<file path="config.mk">
export PLATFORM = sky130hd
export DESIGN_NAME = lcd_msg_ctrl
export DESIGN_NICKNAME = d
export VERILOG_FILES = /design/src/rtl/lcd_msg_ctrl.sv
export SDC_FILE = /design/constraint.sdc
export NUM_CORES = 1
export LEC_CHECK = 0
export ABC_AREA = 1
export CAP_MARGIN = 20
export CORE_MARGIN = 10
export CORE_UTILIZATION = 45
export DETAILED_ROUTE_END_ITERATION = 10
export DONT_BUFFER_PORTS = 1
export GPL_ROUTABILITY_DRIVEN = 0
export HOLD_SLACK_MARGIN = 0.08
export PLACE_DENSITY = 0.69
export SLEW_MARGIN = 15
export SYNTH_ARGS = -nofsm -noshare
export SYNTH_HDL_FRONTEND = slang
export SYNTH_SLANG_ARGS = --single-unit
</file>
<file path="constraint.sdc">
create_clock -name iCLK -period 2.6 [get_ports iCLK]
set_input_delay 0.26 -clock iCLK [delete_from_list [all_inputs] [get_ports iCLK]]
set_output_delay 0.26 -clock iCLK [all_outputs]
set_load 0.01 [all_outputs]
</file>
<file path="src/rtl/lcd_msg_ctrl.sv">
// HD44780 message controller: power-on delay, controller init, then
// two-line 16x2 frame writes selected from a fixed message table with
// an optional hex/BCD ID field rendered on line 2 of message 1.
module lcd_msg_ctrl #(
  parameter int CLK_DIV  = 50,
  parameter int POR_WAIT = 750000,
  parameter int CLR_WAIT = 100000,
  parameter int N_DIGITS = 7,
  parameter int BLANK_LZ = 0
) (
  input  logic                  iCLK,
  input  logic                  iRST_N,
  input  logic                  iMSG_VALID,
  input  logic [3:0]            iMSG_SEL,
  input  logic [4*N_DIGITS-1:0] iID,
  output logic                  oBUSY,
  output logic                  oDONE,
  output logic [7:0]            LCD_DATA,
  output logic                  LCD_RW,
  output logic                  LCD_EN,
  output logic                  LCD_RS
);

  localparam logic [31:0] LP_XFER_LAST = 32'(3*CLK_DIV - 1);
  localparam logic [31:0] LP_EN_ON     = 32'(CLK_DIV);
  localparam logic [31:0] LP_EN_OFF    = 32'(2*CLK_DIV);
  localparam logic [31:0] LP_POR_LAST  = 32'(POR_WAIT - 1);
  localparam logic [31:0] LP_CLR_LAST  = 32'(CLR_WAIT - 1);

  typedef enum logic [2:0] {
    POR   = 3'd0,
    INIT  = 3'd1,
    IDLE  = 3'd2,
    ADDR1 = 3'd3,
    LINE1 = 3'd4,
    ADDR2 = 3'd5,
    LINE2 = 3'd6,
    DONE  = 3'd7
  } state_t;

  state_t                r_state, w_state_nxt;
  logic [31:0]           r_cnt, w_cnt_nxt;
  logic [3:0]            r_idx, w_idx_nxt;
  logic                  r_clr, w_clr_nxt;

  logic [3:0]            r_sel;
  logic [4*N_DIGITS-1:0] r_id;
  logic                  r_pend;
  logic [3:0]            r_pend_sel;
  logic [4*N_DIGITS-1:0] r_pend_id;

  logic [7:0]            r_lcd_data;
  logic                  r_lcd_en;
  logic                  r_lcd_rs;

  logic                  w_xfer;
  logic                  w_xfer_end;
  logic                  w_en;
  logic [7:0]            w_byte;
  logic                  w_rs;
  logic                  w_busy;

  // ASCII for one hex nibble: 0-9 then A-F.
  function automatic logic [7:0] hex_ascii(input logic [3:0] n);
    if (n < 4'd10) return 8'h30 + {4'h0, n};
    else           return 8'h37 + {4'h0, n};
  endfunction

  // Character for an ID column; columns outside the digit field are blank.
  function automatic logic [7:0] id_char(input logic [4*N_DIGITS-1:0] id,
                                         input int col);
    logic [7:0] ch;
    logic [3:0] nib;
    logic       lead;
    ch   = 8'h20;
    lead = 1'b1;
    for (int d = 0; d < N_DIGITS; d++) begin
      nib = id[4*(N_DIGITS-1-d) +: 4];
      if (nib != 4'd0) lead = 1'b0;
      if (col == 7 + d) begin
        // The last digit is always shown so an all-zero ID reads as "0".
        if ((BLANK_LZ != 0) && lead && (d != N_DIGITS - 1)) ch = 8'h20;
        else                                                 ch = hex_ascii(nib);
      end
    end
    return ch;
  endfunction

  // Character at a given line/column of the selected message.
  function automatic logic [7:0] line_char(input logic [3:0] sel,
                                           input logic       line2,
                                           input logic [3:0] col,
                                           input logic [4*N_DIGITS-1:0] id);
    logic [127:0] s;
    int           c;
    c = int'(col);
    case (sel)
      4'd0:    s = line2 ? "   ID to Park   " : "   Enter Your   ";
      4'd1:    s = line2 ? "   ID:          " : " ACCESS GRANTED ";
      4'd2:    s = line2 ? "   Try Again    " : " ACCESS DENIED  ";
      4'd3:    s = line2 ? "   ID to Exit   " : "   Enter Your   ";
      4'd4:    s = line2 ? "Mode            " : "Administrator   ";
      4'd15:   s = line2 ? "       OFF      " : "    Parking     ";
      default: s = line2 ? "                " : "        X       ";
    endcase
    if ((sel == 4'd1) && line2 && (c >= 7) && (c <= 6 + N_DIGITS))
      return id_char(id, c);
    return s[8*(15-c) +: 8];
  endfunction

  assign w_xfer_end = (r_cnt == LP_XFER_LAST);
  assign w_busy     = !((r_state == IDLE) && !r_pend);

  // Byte currently on the wire and the EN phase within the 3-phase transfer.
  always_comb begin
    w_xfer = 1'b0;
    w_byte = 8'h00;
    w_rs   = 1'b0;
    case (r_state)
      INIT: begin
        w_xfer = !r_clr;
        case (r_idx[1:0])
          2'd0:    w_byte = 8'h38;
          2'd1:    w_byte = 8'h0C;
          2'd2:    w_byte = 8'h01;
          default: w_byte = 8'h06;
        endcase
      end
      ADDR1: begin
        w_xfer = 1'b1;
        w_byte = 8'h80;
      end
      LINE1: begin
        w_xfer = 1'b1;
        w_rs   = 1'b1;
        w_byte = line_char(r_sel, 1'b0, r_idx, r_id);
      end
      ADDR2: begin
        w_xfer = 1'b1;
        w_byte = 8'hC0;
      end
      LINE2: begin
        w_xfer = 1'b1;
        w_rs   = 1'b1;
        w_byte = line_char(r_sel, 1'b1, r_idx, r_id);
      end
      default: ;
    endcase
    w_en = w_xfer && (r_cnt >= LP_EN_ON) && (r_cnt < LP_EN_OFF);
  end

  // Next-state sequencing: delays, command/byte indexing, frame flow.
  always_comb begin
    w_state_nxt = r_state;
    w_cnt_nxt   = r_cnt;
    w_idx_nxt   = r_idx;
    w_clr_nxt   = r_clr;
    case (r_state)
      POR: begin
        if (r_cnt >= LP_POR_LAST) begin
          w_state_nxt = INIT;
          w_cnt_nxt   = '0;
          w_idx_nxt   = '0;
          w_clr_nxt   = 1'b0;
        end else begin
          w_cnt_nxt = r_cnt + 32'd1;
        end
      end
      INIT: begin
        if (r_clr) begin
          if (r_cnt >= LP_CLR_LAST) begin
            w_clr_nxt = 1'b0;
            w_cnt_nxt = '0;
            w_idx_nxt = r_idx + 4'd1;
          end else begin
            w_cnt_nxt = r_cnt + 32'd1;
          end
        end else if (w_xfer_end) begin
          w_cnt_nxt = '0;
          if (r_idx == 4'd3) begin
            w_state_nxt = IDLE;
            w_idx_nxt   = '0;
          end else if ((r_idx == 4'd2) && (CLR_WAIT > 0)) begin
            // Clear-display needs extra settling time before the next command.
            w_clr_nxt = 1'b1;
          end else begin
            w_idx_nxt = r_idx + 4'd1;
          end
        end else begin
          w_cnt_nxt = r_cnt + 32'd1;
        end
      end
      IDLE: begin
        if (r_pend || iMSG_VALID) begin
          w_state_nxt = ADDR1;
          w_cnt_nxt   = '0;
          w_idx_nxt   = '0;
        end
      end
      ADDR1, ADDR2: begin
        if (w_xfer_end) begin
          w_state_nxt = (r_state == ADDR1) ? LINE1 : LINE2;
          w_cnt_nxt   = '0;
          w_idx_nxt   = '0;
        end else begin
          w_cnt_nxt = r_cnt + 32'd1;
        end
      end
      LINE1, LINE2: begin
        if (w_xfer_end) begin
          w_cnt_nxt = '0;
          if (r_idx == 4'd15) begin
            w_state_nxt = (r_state == LINE1) ? ADDR2 : DONE;
            w_idx_nxt   = '0;
          end else begin
            w_idx_nxt = r_idx + 4'd1;
          end
        end else begin
          w_cnt_nxt = r_cnt + 32'd1;
        end
      end
      DONE: begin
        w_state_nxt = IDLE;
        w_cnt_nxt   = '0;
      end
      default: w_state_nxt = POR;
    endcase
  end

  // State register.
  always_ff @(posedge iCLK or negedge iRST_N) begin
    if (!iRST_N) begin
      r_state <= POR;
      r_cnt   <= '0;
      r_idx   <= '0;
      r_clr   <= 1'b0;
    end else begin
      r_state <= w_state_nxt;
      r_cnt   <= w_cnt_nxt;
      r_idx   <= w_idx_nxt;
      r_clr   <= w_clr_nxt;
    end
  end

  // Request capture: frame latch taken at IDLE exit, one-deep pending while busy.
  always_ff @(posedge iCLK or negedge iRST_N) begin
    if (!iRST_N) begin
      r_sel      <= '0;
      r_id       <= '0;
      r_pend     <= 1'b0;
      r_pend_sel <= '0;
      r_pend_id  <= '0;
    end else begin
      if ((r_state == IDLE) && r_pend) begin
        r_sel <= r_pend_sel;
        r_id  <= r_pend_id;
      end else if ((r_state == IDLE) && iMSG_VALID) begin
        r_sel <= iMSG_SEL;
        r_id  <= iID;
      end
      if (iMSG_VALID && w_busy) begin
        r_pend     <= 1'b1;
        r_pend_sel <= iMSG_SEL;
        r_pend_id  <= iID;
      end else if ((r_state == IDLE) && r_pend) begin
        r_pend <= 1'b0;
      end
    end
  end

  // Registered LCD pins; data/RS held between transfers, EN cleared asynchronously.
  always_ff @(posedge iCLK or negedge iRST_N) begin
    if (!iRST_N) begin
      r_lcd_data <= 8'h00;
      r_lcd_rs   <= 1'b0;
      r_lcd_en   <= 1'b0;
    end else begin
      r_lcd_en <= w_en;
      if (w_xfer) begin
        r_lcd_data <= w_byte;
        r_lcd_rs   <= w_rs;
      end
    end
  end

  assign LCD_DATA = r_lcd_data;
  assign LCD_RS   = r_lcd_rs;
  assign LCD_EN   = r_lcd_en;
  assign LCD_RW   = 1'b0;
  assign oBUSY    = w_busy;
  assign oDONE    = (r_state == DONE);

endmodule

</file>
== Word level (Yosys, flattened, before mapping) ==
Cells that the tools add are included.

* Flip-flop bits (word level): 115
* Output and inout bits: 13
* Word-level logic and storage cells: 173
* Input bits: 35

* Equality and inequality tests: 36
* $add $sub $neg: 17
* Mux-type cells: 67
* Shift operators: 2
* Reductions and logical operators: 26
* Order comparisons: 13

{| class="wikitable"
|+ Operator list
! kind !! count
|-
| $pmux W127 S6 || 1
|-
| $pmux W127 S5 || 1
|-
| $mux W128 || 2
|-
| $shiftx A128 B8 Y8 || 2
|-
| $mux W32 || 5
|-
| $pmux W32 S5 || 1
|-
| $add A6 B4 Y7 const A || 14
|-
| $mux W8 || 8
|-
| $mux W28 || 2
|-
| $mux W7 || 8
|-
| $mux W4 || 12
|-
| $pmux W8 S5 || 1
|-
| $add A32 B1 Y32 const B || 1
|-
| $eq A32 B8 Y1 const B || 1
|-
| $ge A32 B17 Y1 const B || 1
|-
| $ge A32 B20 Y1 const B || 1
|-
| $ge A32 B6 Y1 const B || 1
|-
| $lt A32 B7 Y1 const B || 1
|-
| $eq A4 B4 Y1 const B || 7
|-
| $lt A4 B4 Y1 const B || 7
|-
| $mux W3 || 8
|-
| $pmux W4 S5 || 1
|-
| $pmux W3 S6 || 1
|-
| $pmux W6 S3 || 1
|-
| other kinds (31) || 73
|}

== Longest topological paths before layout ==
* Word-level depth: 12
* Gate-level depth with buffers: 22
* Mapped depth without buffers: 20

== Worst setup path before layout ==
No wires, ideal clock.

* Path type: flip-flop to flip-flop
* From: register r_idx[0]
* To: register r_lcd_data[1], in the netlist LCD_DATA[1]
* Cell stages (with the launch flop): 19
* Setup time: 0.077 ns
* Required time: 2.523 ns
* Slack: 0.189 ns
* Path buffers: 2
* Arrival: 2.334 ns
* Path through: dfrtp_1 > inv_1 > clkbuf_1 > buf_2 > ha_1 > inv_1 > nor2_1 > inv_1 > nor2_2 > inv_1 > nor2_1 > nor3_1 > o21ai_0 > nand2_1 > nand2_1 > nand2_1 > nand2_1 > nand3_1 > a21oi_1

* Longest elaborated chain between the ends: 11

{| class="wikitable"
|+ Ends and longest elaborated chain
! what !! RTL line !! text
|-
| from (decl) || 43 || <nowiki>logic [3:0] r_idx, w_idx_nxt;</nowiki>
|-
| from (signal assigned) || 240 || <nowiki>r_idx <= w_idx_nxt;</nowiki>
|-
| branches (longest 10 deep; another with $sub A4 B4 Y5) || n/a ||
|-
| $pmux W8 S5 * || 119 || <nowiki>case (r_state)</nowiki>
|-
| to (signal assigned) || 280 || <nowiki>r_lcd_data <= w_byte;</nowiki>
|-
| to (decl) || 52 || <nowiki>logic [7:0] r_lcd_data;</nowiki>
|}

Every way passes the cells marked *. The select of a mux whose other input is x is not followed.
A chain may end at the register's enable or synchronous reset.

== Final worst setup path ==
* From: register r_cnt[23]
* To: register r_cnt[15]

* Longest elaborated chain between the ends: 4

{| class="wikitable"
|+ Ends and longest elaborated chain
! what !! RTL line !! text
|-
| from (decl) || 42 || <nowiki>logic [31:0] r_cnt, w_cnt_nxt;</nowiki>
|-
| from (signal assigned) || 239 || <nowiki>r_cnt <= w_cnt_nxt;</nowiki>
|-
| $ge A32 B17 Y1 or $eq A32 B8 Y1 (tied branches) || 171, 111 ||
|-
| $mux W32 (on tied branches) || n/a ||
|-
| $mux W32 || 170 || <nowiki>if (r_clr) begin</nowiki>
|-
| $pmux W32 S5 * || 158 || <nowiki>case (r_state)</nowiki>
|}

Every way passes the cells marked *; elsewhere a longest branch is shown, timed or not.

==> flow_summary.ini <==
[status]
outcome = complete, but fails checks
violations = negative hold slack

[routing]
num_vias = 7764
wire_per_inst_um = 16.6
wl_um = 22300
post-route-drc-count = 0
vias_per_cell = 5.77
postRouteAntennaNets = 0
drt_iter0_markers = 728
drtPass1Iterations = 6

[pwr]
p_leak_nw = 4.08
worst_ir_drop_vdd_uv = 442
powerDensity_mw_per_mm2 = 570

[cells_and_area]
nets = 1159
mostFrequentLayoutCells = nand2_1, dfrtp_1, inv_1
n_antenna_cell = 0
fin_area_sq_mm = 0.00924
area_growth_pct = 16.0
fin_util_pct = 53.4
final_cells = 1345
layout_commonest_cell = nand2_1
drive_gt1_share_pct = 12.5

[floorplan]
die_area_sq_mm = 0.0234
initial_utilization_pct = 46.0
io_pins = 48
dieWidth_um = 153
core_sq_mm = 0.0173
die_height_um = 153
num_rows = 48

[placement]
dp_hpwl_um = 15800
dpl.cell_count = 1281
port_buffers = 0
place_area_sq_mm = 0.00828
dp_worst_setup_slack_ps = 254

[global_routing]
grt_use_total_pct = 19.0
grt_max_degree = 116
antenna_found_initial = 0
grt_pass1_wl_um = 37800
grt_pass1_vias = 7559
gr-total-overflow = 0

[cts]
worstSkewPairLatency_ps = 420
post_cts_resize_count = 0
ctsHoldBuffers = 33
cts_root_buf = clkbuf_16
clk_pin_slew_ps = 50
clock-sinks = 115
cts_buffers = 17
ctsLongestPathBuffers = 2
post_cts_buffers = 0
cts_tree = done
h-tree-depth = 4

[yosys]
synth_ff_type = dfrtp_1
async_flop_share_pct = 100
synth-xor-area-share_pct = 3.30
synth_area_sq_mm = 0.00796
ys_ff_latch = 115
synth_top_family_by_area = simple AND/OR/NAND/NOR gates
yosys_warnings = 0
yosys.area_share.simple_pct = 23.8
synthMuxAreaShare_pct = 4.52
syn_nets = 1122
synthCells = 1071
synth.avg_cell_area_sq_um = 7.44
ys_top_cells_by_area = dfrtp_1, nand2_1, o21ai_0
synth_cell_types = 54
synth_top_area_share_pct = 36.1
synth_compound_area_share_pct = 21.6
synth_fa_ha_area_share_pct = 2.51
synth_edf_count = 0
yosysTopAreaCell = dfrtp_1
ys_seq_area_share_pct = 36.1

[critical_path]
slowest_delay_ps = 450
critPathRequiredTime_ps = 2900
slowest_stage = dfrtp_1
endpoint_kind = register
path_cells = nor4_4 > nand2_1 > nor2_2 > nand2_2 > nor3b_4 > nor2_2 > nor3_2 > nand2_1 > nand2_2 > buf_12 > a21oi_1
cp_max_fo = 18
path_class = reg -> reg
worstSetupStartpointType = register
arrival_ps = 2630

[sta]
setup_tns_ps = 0
fin_hold_ws_ps = -458
finalMaxSlewViolations = 0
fmax_ghz = 0.429
setup_viol = 0
min_period_ps = 2330
final-hold-violation-count = 115
setup_ws_ps = 268
fin_worst_skew_ps = 3.87
fin_crit_sh_pct = 89.7
rsz0062_at_grt = false
tightest_slew_ps = 528
relSlewSlack_pct = 64.4

[job]
maxCapViolCount = 0

[min_path]
holdCritPathClass = in -> async
-- synthesized netlist by cell type (all sizes together) (3+ instances only) --
library cell  count
a21oi           100
dfrtp           115
o21ai           115
o22ai            35
nand2           205
o21bai            3
a31oi            11
nor4              9
xor2             26
ha               16
xnor2             4
inv             116
nand4            11
o221ai            7
a21boi            3
mux2             32
clkbuf           26
nor3             27
a221oi            3
o31ai             6
nor2            103
o211ai            8
or2               4
nand3            56
buf              15
-- metal layers --
| metal | routed length (um) | GRT usage (%) | vias up | share of wire, % |
|---|---|---|---|---|
| li1 | - | - | 3747 | - |
| met1 | 9990 | 25.8 | 3607 | 45 |
| met2 | 9720 | 27.9 | 342 | 44 |
| met3 | 1900 | 4.85 | 68 | 8.5 |
| met4 | 670 | 7.86 | 0 | 3.0 |
| met5 | 0 | 0 | - | 0 |
-- sequential cells by signal, summed over array words and instances, names as in the netlist --
name,flops
r_clr,1
LCD_DATA,8
r_idx,4
r_pend_id,28
LCD_RS,1
r_id,28
r_pend,1
r_pend_sel,4
r_cnt,32
LCD_EN,1
r_sel,4
r_state,3
-- layout make-up --
cell class | instances | area [sq um]
clock buffers | 22 | 474
clock inverters | 9 | 153
fillers | 1650 | 8060
inverters | 118 | 443
multi-input cells | 797 | 4440
flip-flops and latches | 115 | 2880
well taps | 225 | 282
repair buffers | 59 | 563
-- final timing paths --
path	cells past startpoint	startpoint	to	slack (ps)
max	11	r_cnt[23]	r_cnt[15]	270
min	0	iRST_N	r_cnt[29]	-460
max reg2reg	11	r_cnt[23]	r_cnt[15]	270
min reg2reg	1	r_pend_id[21]	r_pend_id[21]	500
max in group asynchronous	0	iRST_N	r_pend_id[17]	2880
min in group iCLK	4	iMSG_VALID	r_cnt[1]	270
-- logic make-up (layout without fill, tap and decap cells) --
logic type                 after synthesis  after routing
buffers and inverters                  159            208
xor gates and xnor gates                30             30
and+or+nand+nor                        419            419
other                                    1              1
muxes                                   32             32
AOI/OAI and AO/OA                      299            299
adders and majority gates               16             16
DFF                                    115            115
-- power by group --
group / switching (W) / internal, W / total (W) / leakage (nW)
Clock: 0.000815 / 0.00167 / 0.00248 / 0.298
Sequential: 0.000140 / 0.00194 / 0.00208 / 1.36
Combinational: 0.000409 / 0.000292 / 0.000701 / 2.42
Total: 0.00136 / 0.00390 / 0.00527 / 4.08
-- critical path, delay by kind of cell (launching register included) --
kind | cells | cell delay (ps)
AO/OA/AOI/OAI | 1 | 90
buffers and inverters | 1 | 210
flip-flops | 1 | 450
AND/OR/NAND/NOR | 9 | 1460
-- stage by stage --
stage / hold slack [ps] / total power, W
2_1_floorplan: -35.6 / 0.00260
4_1_cts: -478 / 0.00529
3_5_place_dp: -29.2 / 0.00275
5_1_grt: -475 / 0.00549
3_3_place_gp: -28.9 / 0.00274
6_report: -458 / 0.00527
No activity file was read; power rests on OpenSTA's default activity.
